--- config.mk ---
export PLATFORM = sky130hd
export DESIGN_NAME = piso_serializer_flat
export DESIGN_NICKNAME = d
export VERILOG_FILES = /design/src/rtl/piso_serializer_if.sv /design/src/rtl/piso_serializer.sv /design/src/flat_wrapper.sv
export SDC_FILE = /design/constraint.sdc
export NUM_CORES = 1
export LEC_CHECK = 0
export CORE_MARGIN = 2
export CORE_UTILIZATION = 48
export CTS_CLUSTER_SIZE = 16
export DETAILED_ROUTE_END_ITERATION = 8
export GPL_TIMING_DRIVEN = 0
export PLACE_DENSITY = 0.72
export SLEW_MARGIN = 10
export SYNTH_ARGS = -nofsm -noshare
export SYNTH_HDL_FRONTEND = slang
export SYNTH_SLANG_ARGS = --single-unit
--- constraint.sdc ---
create_clock -name clk -period 2 [get_ports clk]
set_input_delay 0.4 -clock clk [delete_from_list [all_inputs] [get_ports clk]]
set_output_delay 0.4 -clock clk [all_outputs]
set_load 0.01 [all_outputs]
--- src/rtl/piso_serializer_if.sv ---
`default_nettype none
// ============================================================================
//  Module      : piso_serializer_if
//  Description : Load-side valid/ready handshake bundle for piso_serializer.
//                master = word producer, slave = serializer.
//  Revision    : 1.0  initial release
// ============================================================================
interface piso_serializer_if #(
    parameter int WIDTH = 8
);
    logic             load_valid;
    logic             load_ready;
    logic [WIDTH-1:0] load_data;

    modport master (
        output load_valid,
        output load_data,
        input  load_ready
    );

    modport slave (
        input  load_valid,
        input  load_data,
        output load_ready
    );
endinterface
`default_nettype wire

--- src/rtl/piso_serializer.sv ---
`default_nettype none
// ============================================================================
//  Module      : piso_serializer
//  Description : Parallel-in, serial-out transmitter. Accepts a WIDTH-bit
//                word over a valid/ready handshake and shifts it out MSB
//                first, one bit per clk. Provides registered sdo, sdo_n and
//                frame outputs, plus a one-cycle done pulse after each frame.
//                Optional even-parity bit appended after the LSB when the
//                macro PISO_PARITY_EN is defined.
//  Revision    : 1.0  initial release
// ============================================================================
module piso_serializer #(
    parameter int WIDTH = 8
) (
    input  logic                    clk,
    input  logic                    Reset,
    piso_serializer_if.slave        load_if,
    output logic                    sdo,
    output logic                    sdo_n,
    output logic                    frame,
    output logic                    done
);

`ifdef PISO_PARITY_EN
    localparam int FRAME_LEN = WIDTH + 1;
`else
    localparam int FRAME_LEN = WIDTH;
`endif
    localparam int                CNT_W    = $clog2(WIDTH + 1);
    localparam logic [CNT_W-1:0]  LAST_IDX = CNT_W'(FRAME_LEN - 1);

    typedef enum logic [0:0] {
        IDLE  = 1'b0,
        SHIFT = 1'b1
    } state_t;

    state_t                 state;
    logic [FRAME_LEN-1:0]   shreg;
    logic [CNT_W-1:0]       cnt;
    logic [FRAME_LEN-1:0]   frame_word;
    logic                   ready;
    logic                   xfer;

    // Full serial frame for the offered word: data, then parity if enabled.
`ifdef PISO_PARITY_EN
    assign frame_word = {load_if.load_data, ^load_if.load_data};
`else
    assign frame_word = load_if.load_data;
`endif

    // Ready in IDLE and on the final frame cycle; counter is zero in IDLE,
    // so the counter test alone covers the SHIFT case.
    assign ready             = (state == IDLE) || (cnt == '0);
    assign load_if.load_ready = ready;
    assign xfer              = load_if.load_valid && ready;

    // Frame sequencer: loads, shifts MSB-first, and drives registered outputs.
    always_ff @(posedge clk or negedge Reset) begin
        if (!Reset) begin
            state <= IDLE;
            shreg <= '0;
            cnt   <= '0;
            sdo   <= 1'b1;
            sdo_n <= 1'b0;
            frame <= 1'b0;
            done  <= 1'b0;
        end else begin
            done <= 1'b0;
            case (state)
                IDLE: begin
                    if (xfer) begin
                        state <= SHIFT;
                        shreg <= frame_word << 1;
                        cnt   <= LAST_IDX;
                        sdo   <= frame_word[FRAME_LEN-1];
                        sdo_n <= ~frame_word[FRAME_LEN-1];
                        frame <= 1'b1;
                    end
                end
                SHIFT: begin
                    if (cnt != '0) begin
                        sdo   <= shreg[FRAME_LEN-1];
                        sdo_n <= ~shreg[FRAME_LEN-1];
                        shreg <= shreg << 1;
                        cnt   <= cnt - 1'b1;
                    end else begin
                        // Final cycle: reload back-to-back or fall idle.
                        done <= 1'b1;
                        if (xfer) begin
                            shreg <= frame_word << 1;
                            cnt   <= LAST_IDX;
                            sdo   <= frame_word[FRAME_LEN-1];
                            sdo_n <= ~frame_word[FRAME_LEN-1];
                            frame <= 1'b1;
                        end else begin
                            state <= IDLE;
                            shreg <= '0;
                            sdo   <= 1'b1;
                            sdo_n <= 1'b0;
                            frame <= 1'b0;
                        end
                    end
                end
                default: begin
                    state <= IDLE;
                end
            endcase
        end
    end

endmodule
`default_nettype wire

--- src/flat_wrapper.sv ---
// flat-port wrapper written by rule: the top's interface ports become plain ports
module piso_serializer_flat 
#(
    parameter int WIDTH = 8
)
  (clk, Reset, sdo, sdo_n, frame, done, load_if_load_valid, load_if_load_data, load_if_load_ready);
  piso_serializer_if #(.WIDTH(WIDTH)) load_if_i ();
  input  logic clk;
  input  logic Reset;
  output logic sdo;
  output logic sdo_n;
  output logic frame;
  output logic done;
  input wire logic [$bits(load_if_i.load_valid)-1:0] load_if_load_valid;
  input wire logic [$bits(load_if_i.load_data)-1:0] load_if_load_data;
  output wire logic [$bits(load_if_i.load_ready)-1:0] load_if_load_ready;
  assign load_if_i.load_valid = load_if_load_valid;
  assign load_if_i.load_data = load_if_load_data;
  assign load_if_load_ready = load_if_i.load_ready;
  piso_serializer #(.WIDTH(WIDTH)) u_core (.clk(clk), .Reset(Reset), .load_if(load_if_i), .sdo(sdo), .sdo_n(sdo_n), .frame(frame), .done(done));
endmodule
==> impl_metrics.tcl <==
set metrics [dict create \
    syn_area_per_cell_um2 10.5 \
    areaGrowthSynthToFinish_pct 35.3 \
    grt_start_max_net_pins 17 \
    drt_iter0_markers 18 \
    tightest_slew_ps 700 \
    maxSlewHeadroom_pct 53.2 \
    cts_made_buffers 3 \
    antenna_found_initial 0 \
    dpl.cell_count 102 \
    route.vias.total 631 \
    crit_type "reg -> out" \
    yosys-top-cells-count "dfrtp_1, a21oi_1, nand2_1" \
    hold_path_depth 1 \
    p_leak_nw 0.441 \
    die_width_um 43.5 \
    wl_per_cell_um 13.5 \
    syn_nets 83 \
    setup_tns_ps 0 \
    htreeDepth 1 \
    viasPerCell 5.68 \
    ys_async_sr_fraction_pct 100 \
    setup_viol_count_final 0 \
    ys_top_cells_by_area "dfrtp_1, a221o_1, a21oi_1" \
    peakVddDrop_mv 0.838 \
    yosysTopAreaCellShare_pct 50.2 \
    final.fill_count 125 \
    hp-class "reg -> reg" \
    switchingPower_mw 0.509 \
    drive_gt1_share_pct 20.0 \
    synth_area_um2 748 \
    hpwl_um 989 \
    design_area_um2 1010 \
    worst_ep_required_time_ps 1600 \
    fin_ws_ps 87.8 \
    slowest_stage "dfrtp_1" \
    final-max-slew-violation-count 0 \
    path_cells "inv_1, ha_4, nor3b_4, nor2_4, inv_2, clkdlybuf4s15_2" \
    dieHeight_um 43.5 \
    synth_edf_count 0 \
    clkPwrFrac_pct 15.1 \
    cts_tree "built" \
    cap_violations 0 \
    ys.warnings.count 0 \
    post-place-ws_ps -133 \
    endpoint_kind "output pin" \
    clk-insertion-delay-late_ps 290 \
    status "finished, final reports clean" \
    synth_cells 71 \
    grt_pass1_wl_um 2480 \
    finalNetCount 108 \
    yosysSeqAreaShare_pct 53.7 \
    start_util_pct 50.3 \
    gp_congestion 0.684 \
    hold_buffers 0 \
    cpPeakStageDelay_ps 380 \
    cts_buffer_depth 2 \
    period_needed_ps 1910 \
    diodes 0 \
    io_pins 16 \
    hold_viol_final 0 \
    critPathArrivalTime_ps 1510 \
    cp.depth 6 \
    clock_skew_ps 6.45 \
    row_count 14 \
    io_buffers 15 \
    switching_share_pct 36.0 \
    crit_family "flip-flops" \
    synthFlopType "dfrtp_1" \
    grtUsageTotal_pct 18.3 \
    finalWirelength_um 1500 \
    pwr_density_cell_nw_per_um2 1400 \
    ant_nets 0 \
    synth_top_cell_by_area "dfrtp_1" \
    yosysMostFrequentCell "dfrtp_1" \
    total_power_mw 1.42 \
    fin_cells 111 \
    path_buf_inv 3 \
    drc 0 \
    pwr-share-seq_pct 39.8 \
    worstPathMaxFanout 4 \
    cts_sinks 16 \
    finalCritPeriodShare_pct 95.6 \
    cts_root_buf "clkbuf_4" \
    r2r_setup_slack_ps 440 \
    core_area_um2 1490 \
    internal_power_mw 0.906 \
    synth.distinct_cells 22 \
    rr_worst_depth 6 \
    die_area_um2 1890 \
    synth-seq-cells 16 \
    dr.pass1.iters 4 \
    overflow 0 \
    grt_pass1_vias 556 \
    max_freq_ghz 0.523 \
    crit_path_start_kind "flip-flop" \
    place_area_um2 918 \
    path_clk_slew_ps 100 \
    power_frac_comb_pct 45.1 \
]
[state kept, by name (all words and copies together) (netlist names)]
name,count
u_core.state,1
u_core.done,1
u_core.sdo_n,1
u_core.shreg,7
u_core.sdo,1
u_core.frame,1
u_core.cnt,4
[final timing paths]
| kind | from | endpoint |
|---|---|---|
| setup / recovery | u_core.cnt[1] | load_if_load_ready |
| hold / removal | u_core.sdo_n | u_core.sdo_n |
| setup reg to reg | u_core.cnt[1] | u_core.shreg[4] |
| hold reg to reg | u_core.sdo_n | u_core.sdo_n |
| max in group asynchronous | Reset | u_core.cnt[2] |
| min in group asynchronous | Reset | u_core.shreg[7] |
[power groups by stage]
stage / Clock, mW / Combinational (mW) / Sequential, mW
after floorplan: 0 / 0.339 / 0.567
after global placement: 0 / 0.520 / 0.570
after detailed placement: 0 / 0.526 / 0.575
after CTS: 0.221 / 0.601 / 0.564
after global routing: 0.232 / 0.702 / 0.585
final: 0.213 / 0.638 / 0.564
[repair_timing]
action                                  in CTS  in global routing
gates resized for setup                      4                  3
endpoints found under the setup margin       1                  1
pin swaps                                    1                  1
setup buffers                                4                  1
[cell type report]
| cell class | instances | area (um^2) | area share [%] |
|---|---|---|---|
| Clock buffer | 4 | 36.3 | 3.58 |
| Timing Repair Buffer | 20 | 189 | 18.7 |
| Sequential cell | 16 | 402 | 39.7 |
| Buffer | 3 | 12.5 | 1.24 |
| Tap cell | 16 | 20.0 | 1.98 |
| Multi-Input combinational cell | 47 | 334 | 33.0 |
| Inverter | 5 | 18.8 | 1.85 |
[metal layers]
layer  share of wire (%)  global-route usage, %  up-vias
li1                    -                      -      309
met1                  46                   24.1      300
met2                  47                   27.5       17
met3                 4.6                   2.92        5
met4                 3.0                   12.7        0
met5                   0                      0        -
[stage by stage]
stage | hold slack [ps] | util, %
global placement | 476 | 61.7
global route | 537 | 68.0
detailed placement | 489 | 61.7
floorplan | 104 | -
CTS | 512 | 66.6
finish | 500 | 68.0
[cell usage in the layout, fill, tap and decap left out, drive strengths merged, types with 3 or more instances in the layout]
cell type | netlist | layout
dfrtp | 15 | 15
clkdlybuf4s50 | 0 | 14
a21oi | 10 | 10
nand2 | 9 | 9
a221o | 6 | 6
buf | 1 | 6
clkbuf | 2 | 6
nor3 | 5 | 5
inv | 5 | 5
nor2 | 3 | 3
[worst reg2reg max path: cells and delay by family, from the launching register on]
| family | cells | cell delay, ps |
|---|---|---|
| and+or+nand+nor | 2 | 310 |
| AOI/OAI and AO/OA | 1 | 350 |
| adders and majority gates | 1 | 150 |
| buffers and inverters | 2 | 260 |
| DFF | 1 | 380 |
[cell families (layout without fill, tap and decap cells)]
family                   Yosys count  in the layout  share of synthesized area, %
AO/OA/AOI/OAI                     24             24                          24.4
AND/OR/NAND/NOR                   21             21                          14.9
flip-flops                        16             16                          53.7
buffers and inverters              8             32                          4.18
adder cells (fa/ha/maj)            1              1                          1.67
XOR/XNOR                           1              1                          1.17
Note: power is estimated with default switching activity, not from simulation.
